$ cat src/rtl/data_mem_arbiter_if.sv
// Bus bundle between the two requesters, the arbiter and the data memory
// manager. The arbiter uses the slave view; masters and memory use master.
interface data_mem_arbiter_if #(
  parameter int ADDR_W = 32,
  parameter int DATA_W = 32
);
  // requester 0
  logic              req0_i;
  logic              we0_i;
  logic [ADDR_W-1:0] addr0_i;
  logic [DATA_W-1:0] wdata0_i;
  logic              ack0_o;
  // requester 1
  logic              req1_i;
  logic              we1_i;
  logic [ADDR_W-1:0] addr1_i;
  logic [DATA_W-1:0] wdata1_i;
  logic              ack1_o;
  // shared response / status
  logic [DATA_W-1:0] rdata_o;
  logic              busy_o;
  logic              err_o;
  // memory manager side
  logic [ADDR_W-1:0] mem_address_o;
  logic [DATA_W-1:0] mem_data_o;
  logic              mem_wren_o;
  logic [DATA_W-1:0] mem_data_i;

  modport slave (
    input  req0_i, we0_i, addr0_i, wdata0_i,
    input  req1_i, we1_i, addr1_i, wdata1_i,
    input  mem_data_i,
    output ack0_o, ack1_o, rdata_o, busy_o, err_o,
    output mem_address_o, mem_data_o, mem_wren_o
  );

  modport master (
    output req0_i, we0_i, addr0_i, wdata0_i,
    output req1_i, we1_i, addr1_i, wdata1_i,
    output mem_data_i,
    input  ack0_o, ack1_o, rdata_o, busy_o, err_o,
    input  mem_address_o, mem_data_o, mem_wren_o
  );
endinterface

$ cat src/rtl/data_mem_arbiter.sv
// Two-port round-robin arbiter in front of the single-port data memory
// manager. One transaction at a time; reads wait a fixed READ_LAT cycles.
// Optional macro ADDR_CHECK_EN: addresses >= ADDR_LIMIT are rejected with
// err_o instead of being forwarded to memory.
module data_mem_arbiter #(
  parameter int ADDR_W   = 32,
  parameter int DATA_W   = 32,
  parameter int READ_LAT = 2
`ifdef ADDR_CHECK_EN
  ,
  parameter logic [ADDR_W-1:0] ADDR_LIMIT = ADDR_W'(32'h30000)
`endif
) (
  input logic                CLK,
  input logic                RST_N,
  data_mem_arbiter_if.slave  bus
);

  typedef enum logic [1:0] {IDLE, WR, RD_WAIT, RESP} state_t;

  localparam logic [3:0] LAT_LD = 4'(READ_LAT);

  state_t            state;
  logic [3:0]        cnt;
  logic              win;   // port owning the current transaction
  logic              last;  // port served most recently

  logic              any_req;
  logic              gnt;
  logic              sel_we;
  logic [ADDR_W-1:0] sel_addr;
  logic [DATA_W-1:0] sel_wdata;
  logic              addr_bad;

  // Pick the winner: a lone requester wins, otherwise the port not served last.
  always_comb begin
    any_req   = bus.req0_i | bus.req1_i;
    gnt       = 1'b0;
    if (bus.req0_i && bus.req1_i) gnt = ~last;
    else if (bus.req1_i)          gnt = 1'b1;
    sel_we    = gnt ? bus.we1_i    : bus.we0_i;
    sel_addr  = gnt ? bus.addr1_i  : bus.addr0_i;
    sel_wdata = gnt ? bus.wdata1_i : bus.wdata0_i;
`ifdef ADDR_CHECK_EN
    addr_bad  = (sel_addr >= ADDR_LIMIT);
`else
    addr_bad  = 1'b0;
`endif
  end

  // Transaction FSM; every output is registered and set on the edge entering its state.
  always_ff @(posedge CLK or negedge RST_N) begin
    if (!RST_N) begin
      state             <= IDLE;
      cnt               <= '0;
      win               <= 1'b0;
      last              <= 1'b1;
      bus.ack0_o        <= 1'b0;
      bus.ack1_o        <= 1'b0;
      bus.mem_wren_o    <= 1'b0;
      bus.busy_o        <= 1'b0;
      bus.err_o         <= 1'b0;
      bus.rdata_o       <= '0;
      bus.mem_address_o <= '0;
      bus.mem_data_o    <= '0;
    end else begin
      bus.ack0_o     <= 1'b0;
      bus.ack1_o     <= 1'b0;
      bus.err_o      <= 1'b0;
      bus.mem_wren_o <= 1'b0;
      case (state)
        IDLE: begin
          if (any_req) begin
            win        <= gnt;
            bus.busy_o <= 1'b1;
            if (addr_bad) begin
              // rejected access: answer straight away, memory untouched
              state       <= RESP;
              bus.ack0_o  <= ~gnt;
              bus.ack1_o  <= gnt;
              bus.err_o   <= 1'b1;
              bus.rdata_o <= '0;
            end else begin
              bus.mem_address_o <= sel_addr;
              bus.mem_data_o    <= sel_wdata;
              if (sel_we) begin
                state          <= WR;
                bus.mem_wren_o <= 1'b1;
              end else begin
                state <= RD_WAIT;
                cnt   <= LAT_LD;
              end
            end
          end
        end
        WR: begin
          state      <= RESP;
          bus.ack0_o <= ~win;
          bus.ack1_o <= win;
        end
        RD_WAIT: begin
          cnt <= cnt - 4'd1;
          if (cnt == 4'd1) begin
            state       <= RESP;
            bus.rdata_o <= bus.mem_data_i;
            bus.ack0_o  <= ~win;
            bus.ack1_o  <= win;
          end
        end
        RESP: begin
          state      <= IDLE;
          bus.busy_o <= 1'b0;
          last       <= win;
        end
        default: state <= IDLE;
      endcase
    end
  end

endmodule

$ cat src/flat_wrapper.sv
// flat-port wrapper written by rule: the top's interface ports become plain ports
module data_mem_arbiter_flat 
#(
  parameter int ADDR_W   = 32,
  parameter int DATA_W   = 32,
  parameter int READ_LAT = 2

)
  (CLK, RST_N, bus_req0_i, bus_we0_i, bus_addr0_i, bus_wdata0_i, bus_req1_i, bus_we1_i, bus_addr1_i, bus_wdata1_i, bus_mem_data_i, bus_ack0_o, bus_ack1_o, bus_rdata_o, bus_busy_o, bus_err_o, bus_mem_address_o, bus_mem_data_o, bus_mem_wren_o);
  data_mem_arbiter_if #(.ADDR_W(ADDR_W), .DATA_W(DATA_W)) bus_i ();
  input logic CLK;
  input logic RST_N;
  input wire logic [$bits(bus_i.req0_i)-1:0] bus_req0_i;
  input wire logic [$bits(bus_i.we0_i)-1:0] bus_we0_i;
  input wire logic [$bits(bus_i.addr0_i)-1:0] bus_addr0_i;
  input wire logic [$bits(bus_i.wdata0_i)-1:0] bus_wdata0_i;
  input wire logic [$bits(bus_i.req1_i)-1:0] bus_req1_i;
  input wire logic [$bits(bus_i.we1_i)-1:0] bus_we1_i;
  input wire logic [$bits(bus_i.addr1_i)-1:0] bus_addr1_i;
  input wire logic [$bits(bus_i.wdata1_i)-1:0] bus_wdata1_i;
  input wire logic [$bits(bus_i.mem_data_i)-1:0] bus_mem_data_i;
  output wire logic [$bits(bus_i.ack0_o)-1:0] bus_ack0_o;
  output wire logic [$bits(bus_i.ack1_o)-1:0] bus_ack1_o;
  output wire logic [$bits(bus_i.rdata_o)-1:0] bus_rdata_o;
  output wire logic [$bits(bus_i.busy_o)-1:0] bus_busy_o;
  output wire logic [$bits(bus_i.err_o)-1:0] bus_err_o;
  output wire logic [$bits(bus_i.mem_address_o)-1:0] bus_mem_address_o;
  output wire logic [$bits(bus_i.mem_data_o)-1:0] bus_mem_data_o;
  output wire logic [$bits(bus_i.mem_wren_o)-1:0] bus_mem_wren_o;
  assign bus_i.req0_i = bus_req0_i;
  assign bus_i.we0_i = bus_we0_i;
  assign bus_i.addr0_i = bus_addr0_i;
  assign bus_i.wdata0_i = bus_wdata0_i;
  assign bus_i.req1_i = bus_req1_i;
  assign bus_i.we1_i = bus_we1_i;
  assign bus_i.addr1_i = bus_addr1_i;
  assign bus_i.wdata1_i = bus_wdata1_i;
  assign bus_i.mem_data_i = bus_mem_data_i;
  assign bus_ack0_o = bus_i.ack0_o;
  assign bus_ack1_o = bus_i.ack1_o;
  assign bus_rdata_o = bus_i.rdata_o;
  assign bus_busy_o = bus_i.busy_o;
  assign bus_err_o = bus_i.err_o;
  assign bus_mem_address_o = bus_i.mem_address_o;
  assign bus_mem_data_o = bus_i.mem_data_o;
  assign bus_mem_wren_o = bus_i.mem_wren_o;
  data_mem_arbiter #(.ADDR_W(ADDR_W), .DATA_W(DATA_W), .READ_LAT(READ_LAT)) u_core (.CLK(CLK), .RST_N(RST_N), .bus(bus_i));
endmodule
$ cat config.mk
export PLATFORM = sky130hd
export DESIGN_NAME = data_mem_arbiter_flat
export DESIGN_NICKNAME = d
export VERILOG_FILES = /design/src/rtl/data_mem_arbiter_if.sv /design/src/rtl/data_mem_arbiter.sv /design/src/flat_wrapper.sv
export SDC_FILE = /design/constraint.sdc
export NUM_CORES = 1
export LEC_CHECK = 0
export ABC_AREA = 1
export BUFFER_PORTS_ARGS = -buffer_cell sky130_fd_sc_hd__buf_4
export CAP_MARGIN = 25
export CORE_MARGIN = 1.5
export CORE_UTILIZATION = 41
export DETAILED_ROUTE_END_ITERATION = 10
export PLACE_DENSITY = 0.77
export SETUP_SLACK_MARGIN = 0.2
export SYNTH_ARGS = -nofsm -noshare
export SYNTH_HDL_FRONTEND = slang
export SYNTH_SLANG_ARGS = --single-unit
export TNS_END_PERCENT = 100
$ cat constraint.sdc
create_clock -name CLK -period 1.45 [get_ports CLK]
set_input_delay 0.0725 -clock CLK [delete_from_list [all_inputs] [get_ports CLK]]
set_output_delay 0.0725 -clock CLK [all_outputs]
set_load 0.1 [all_outputs]
==> metrics.yaml, run 1 <==
synth:
  yosysTopAreaCell: "dfrtp_1"
  synth_seq_cells: 108
  syn_area_per_cell_um2: 8.85
  synth_top_area_share_pct: 52.3
  synthFlopType: "dfrtp_1"
  synth.most_common_cell: "nand2_1"
  yosysUniqueCellTypes: 25
  netlist_top_cells_count: "nand2_1 (183), dfrtp_1 (107), nor2_1 (76)"
  syn_inst: 578
  synth_edf_count: 0
  ys_top_cells_by_area: "dfrtp_1 (52%), nand2_1 (13%), o21ai_2 (10%)"
  yosys_warnings: 0
  async_flop_share_pct: 100
  synthesis.area_um2: 5120
  yosysSeqAreaShare_pct: 52.8
  synthesis.nets: 750
place:
  port_buffers: 265
  dpl_worst_slack_ns: -0.0987
  finalWeightedCongestion: 0.861
  dp_hpwl_mm: 11.7
sta:
  finalHoldViolCount: 8
  finClkSkew_ns: 0.00849
  period_share_pct: 107
  tightest_slew_ns: 0.613
  fmax_mhz: 643
  drv_slew: 0
  timing.max_slew.rel_slack_pct: 59.1
  grt_setup_unrepaired: "yes"
  final.setup.tns_ns: -1.82
  fin_ws_ns: -0.105
  period_minus_slack_ns: 1.55
  whs_ns: -0.0137
  setup_violations: 65
setup_path:
  worstPathMaxFanout: 10
  slowest_stage: "dfrtp_1"
  crit_type: "reg -> reg"
  crit_chain: "inv_2 -> ha_4 -> inv_4 -> nor2_8 -> buf_4 -> o21ai_1 -> o21ai_1"
  end_kind: "flop"
  cp_num_buf_inv: 3
  cpPeakStageDelay_ns: 0.39
  required_ns: 1.72
  cp_top_family: "buffers and inverters"
  start_kind: "flop"
  worstPathArrival_ns: 1.83
  crit_path_frequent_cell: "o21ai_1"
floorplanning:
  io_pins: 267
  die_h_um: 115
  core-area_um2: 12100
  rows: 40
  die_w_um: 115
  die_area_um2: 13200
  initial_core_util_pct: 42.2
status:
  violations: "negative hold slack, negative setup slack"
  status: "finished, violations left"
detailed_routing:
  routed_wl_mm: 25.6
  dr.pass1.iters: 5
  viasPerCell: 5.44
  drt_iter0_markers: 578
  num_vias: 6373
  drc_errors: 0
  ant_nets: 0
  post_drt_wl_per_cell_um: 21.9
clock_tree:
  clk_pin_slew_ns: 0.07
  cts_root_buf: "clkbuf_16"
  clkLatencyLatePin_ns: 0.36
  htree_levels: 3
  clock_sinks: 108
  tritoncts: "done"
  cts_buffers: 9
  cts_buffer_depth: 2
final_layout:
  area_growth_pct: 97.2
  drive_gt1_share_pct: 53.9
  seqCellArea_um2: 2700
  fillerInstances: 615
  final_util_pct: 83.3
  num-nets-final: 1168
  multi_input_area_um2: 2730
job:
  cap_viol_max_count: 0
grt:
  overflow: 0
  grt_pass1_wl_mm: 32.3
  grt_pass1_vias: 6421
  grt_max_degree: 42
  grt_usage_pct: 32.0
  antenna_found_initial: 0
hold_path:
  hp-class: "in -> reg"
-- registers in the layout, summed over array words and instances, names as in the netlist --
name	cells
u_core.bus.ack0_o	1
u_core.bus.ack1_o	1
u_core.bus.busy_o	1
u_core.bus.mem_address_o	32
u_core.bus.mem_data_o	32
u_core.bus.mem_wren_o	1
u_core.bus.rdata_o	32
u_core.cnt	4
u_core.last	1
u_core.state	2
u_core.win	1
-- through the flow --
stage | cell area (µm²) | cells | hold WS, ns
3_3_place_gp | 7380 | 1001 | 0.115
3_5_place_dp | 7380 | 1001 | 0.114
5_1_grt | 10100 | 1169 | -0.00264
4_1_cts | 9210 | 1148 | 0.000595
2_1_floorplan | 5210 | 578 | -0.223
6_report | 10100 | 1171 | -0.0137
-- layer usage --
| layer | part of all wire (%) | track usage, % | routed length (µm) |
|---|---|---|---|
| met2 | 51 | 56.4 | 13000 |
| met3 | 9.1 | 7.09 | 2340 |
| met4 | 5.6 | 20.5 | 1450 |
| met1 | 34 | 34.9 | 8800 |
| met5 | 0 | 0 | 0 |
-- repair_timing --
item / in CTS / in global routing
setup endpoints to repair: 107 / 107
resized for setup: 46 / 183
cloned: 7 / 7
pin swaps: 1 / 44
buffers inserted: 6 / 14
hold buffers: 118 / 0
hold endpoints to repair: 124 / 0
-- worst min-delay path, delay by kind of cell --
kind | cells | cell delay, ns
simple gates | 1 | 0.04
buf+inv | 1 | 0.08
compound gates | 1 | 0.12
-- cell type report --
cell class	instances	share of cell area, %
Timing Repair Buffer	435	39.0
Multi-Input combinational cell	420	27.0
Sequential cell	108	26.8
Clock buffer	12	2.54
Tap cell	168	2.08
Inverter	16	1.14
Timing Repair inverter	6	0.955
Clock inverter	4	0.471
Antenna cell	2	0.0496
-- cells in the final DEF (no fill, tap or decap), types with 3 or more instances in the layout --
master | synthesis | layout
ha_1 | 6 | 3
nand2_1 | 183 | 81
nand2_4 | 0 | 45
buf_4 | 9 | 286
nand3_1 | 13 | 6
inv_1 | 12 | 7
clkbuf_16 | 0 | 13
dfrtp_1 | 107 | 107
nor2_1 | 76 | 74
o21ai_0 | 21 | 6
dlygate4sd3_1 | 0 | 118
buf_6 | 2 | 7
nand3_2 | 0 | 7
inv_2 | 4 | 4
o21ai_1 | 50 | 54
buf_12 | 4 | 16
nand2_2 | 1 | 57
o21ai_2 | 60 | 69
inv_12 | 0 | 4
-- cell families (layout without fill, tap and decap cells) --
family	Yosys count	after routing	synth area share [%]
other	1	3	0.0733
AO/OA/AOI/OAI	134	134	17.5
AND/OR/NAND/NOR	278	278	21.6
flip-flops	108	108	52.8
XOR/XNOR	1	1	0.171
adder cells (fa/ha/maj)	6	6	1.47
buffers and inverters	50	473	6.33
-- worst paths after layout --
path	startpoint	to	slack (ns)	cells past startpoint
max reg2reg	u_core.state[0]	u_core.bus.mem_address_o[15]	-0.10	7
min in group asynchronous	RST_N	u_core.bus.rdata_o[0]	0.28	2
min	bus_addr1_i[6]	u_core.bus.mem_address_o[6]	-0.01	3
max in group asynchronous	RST_N	u_core.bus.mem_address_o[1]	0.58	3
min reg2reg	u_core.win	u_core.bus.ack0_o	0.46	1
max	u_core.state[0]	u_core.bus.mem_address_o[15]	-0.10	7
Power of run 1 is left out: the tool's default activity adds up to more than one toggle a clock period on the data nets, which glitch-free logic cannot reach.
==> run 2, diff against run 1 <==
--- a/config.mk
+++ b/config.mk
@@ -12,7 +12,7 @@
 export CORE_UTILIZATION = 41
 export DETAILED_ROUTE_END_ITERATION = 10
 export PLACE_DENSITY = 0.77
-export SETUP_SLACK_MARGIN = 0.2
+export SETUP_SLACK_MARGIN = 0.15
 export SYNTH_ARGS = -nofsm -noshare
 export SYNTH_HDL_FRONTEND = slang
 export SYNTH_SLANG_ARGS = --single-unit
==> run 2 against run 1 <==
Effect of this change: the flow still finishes with violations (negative hold slack, negative setup slack); register-to-register slack lost 0.02 ns; die area is the same; sequential share of layout area grew 0.57 points; global-route usage grew 2.0 points; count of clock-buffer cells in the layout shrank 1; setup slack lost 0.025 ns; hold slack gained 0.0088 ns; via count shrank 1.9%; cell count is the same; non-clock buffer count grew 1; routed wire length shrank 4.2%; clock skew grew 0.00053 ns; critical path type unchanged; critical endpoint is now u_core.bus.mem_address_o[6]; largest cell class unchanged.
==> metrics.yaml, run 2 (synthesized netlist as in run 1, its figures left out) <==
clock_tree:
  cts_buffer_depth: 2
  cts_buffers: 9
  clkLatencyLatePin_ns: 0.35
  htree_levels: 3
  tritoncts: "done"
  cts_root_buf: "clkbuf_16"
  clock_sinks: 108
  clk_pin_slew_ns: 0.07
sta:
  fin_ws_ns: -0.129
  final.setup.tns_ns: -1.32
  finalHoldViolCount: 1
  drv_slew: 0
  whs_ns: -0.00492
  fmax_mhz: 633
  setup_violations: 38
  finClkSkew_ns: 0.00902
  period_minus_slack_ns: 1.58
  period_share_pct: 109
  grt_setup_unrepaired: "yes"
final_layout:
  num-nets-final: 1169
  design_area_um2: 9890
  fillerInstances: 646
  largestRegisters: "u_core.bus.mem_address_o: 32 flops, u_core.bus.mem_data_o: 32 flops, u_core.bus.rdata_o: 32 flops"
  area_growth_pct: 93.2
  final_common_cell: "buf_4"
  drive_gt1_share_pct: 50.5
  layout_common_cells: "buf_4 (287), dlygate4sd3_1 (115), nand2_1 (112)"
floorplanning:
  die_area_um2: 13200
  die_h_um: 115
  die_w_um: 115
  rows: 40
  initial_core_util_pct: 42.2
  core-area_um2: 12100
  io_pins: 267
place:
  port_buffers: 265
  dpl_worst_slack_ns: -0.173
  placed_cell_area_um2: 7340
  dp_hpwl_mm: 11.6
  finalWeightedCongestion: 0.850
grt:
  grt_pass1_wl_mm: 33.8
  antenna_found_initial: 1
  overflow: 0
  grt_max_degree: 65
  grt_usage_pct: 34.0
  grt_pass1_vias: 6406
detailed_routing:
  ant_nets: 0
  dr.pass1.iters: 6
  drt_iter0_markers: 519
  drc_errors: 0
  viasPerCell: 5.34
  post_drt_wl_per_cell_um: 21.0
  num_vias: 6251
  routed_wl_mm: 24.6
status:
  status: "finished, violations left"
  violations: "negative hold slack, negative setup slack"
setup_path:
  end_kind: "flop"
  crit_type: "reg -> reg"
  required_ns: 1.67
  worstPathMaxFanout: 23
  start_kind: "flop"
  worstPathArrival_ns: 1.80
job:
  cap_viol_max_count: 0
hold_path:
  hp-class: "in -> reg"
## run 2: cell count changes in the layout (fill, tap and decap cells not counted), sizes merged, moves of 2 or more
cell | previous run | this run
dlygate4sd3 | 118 | 115
buf | 312 | 319
clkbuf | 16 | 13
inv | 21 | 23
## run 2: per-stage QoR
| stage | util, % | std cells |
|---|---|---|
| after detailed placement | 60.6 | 998 |
| after global placement | 60.6 | 998 |
| after CTS | 77.8 | 1157 |
| after floorplan | - | 578 |
| after global routing | 81.6 | 1170 |
| final | 81.6 | 1171 |
## run 2: timing repair
item,in CTS,in global routing
hold buffers,115,0
resized for setup,97,79
hold endpoints to repair,109,0
setup buffers,19,8
setup endpoints to repair,104,107
gates cloned,9,5
pin swaps,25,14
## run 2: final cells by class
| class | count | area (µm²) | share of cell area (%) |
|---|---|---|---|
| sequential | 108 | 2710 | 27.4 |
| clock inverter | 5 | 43.8 | 0.443 |
| timing repair inverter | 6 | 95.1 | 0.962 |
| clock buffer | 11 | 243 | 2.46 |
| antenna | 1 | 2.50 | 0.0253 |
| inverter | 16 | 111 | 1.13 |
| multi-input combinational | 420 | 2520 | 25.5 |
| tap | 168 | 210 | 2.13 |
| timing repair buffer | 436 | 3950 | 40.0 |
## run 2: worst max-delay path, stage by stage, from the launching register on
cell	delay, ns
dfstp_2	0.54
nand2_2	0.09
nand2_4	0.13
inv_6	0.08
buf_12	0.17
o21ai_1	0.33
o21ai_1	0.10
## run 2: worst paths after layout
kind | startpoint | endpoint | slack, ns | depth (start not counted)
worst max-delay path | u_core.last | u_core.bus.mem_address_o[6] | -0.13 | 6
worst min-delay path | bus_wdata0_i[3] | u_core.bus.mem_data_o[3] | -0.005 | 3
worst max register to register | u_core.last | u_core.bus.mem_address_o[6] | -0.13 | 6
worst min register to register | u_core.win | u_core.bus.ack0_o | 0.43 | 1
max in group asynchronous | RST_N | u_core.last | 0.67 | 3
min in group asynchronous | RST_N | u_core.bus.rdata_o[27] | 0.18 | 2
## run 2: routing by layer
metal,wire length [µm],share of wire (%),global-route usage (%),up-vias
met1,8330,34,35.2,3011
li1,-,-,-,2692
met2,12300,50,60.6,419
met4,1450,5.9,18.0,2
met5,13,0.053,0,-
met3,2510,10,11.9,127
Power of run 2 is left out for the same reason.
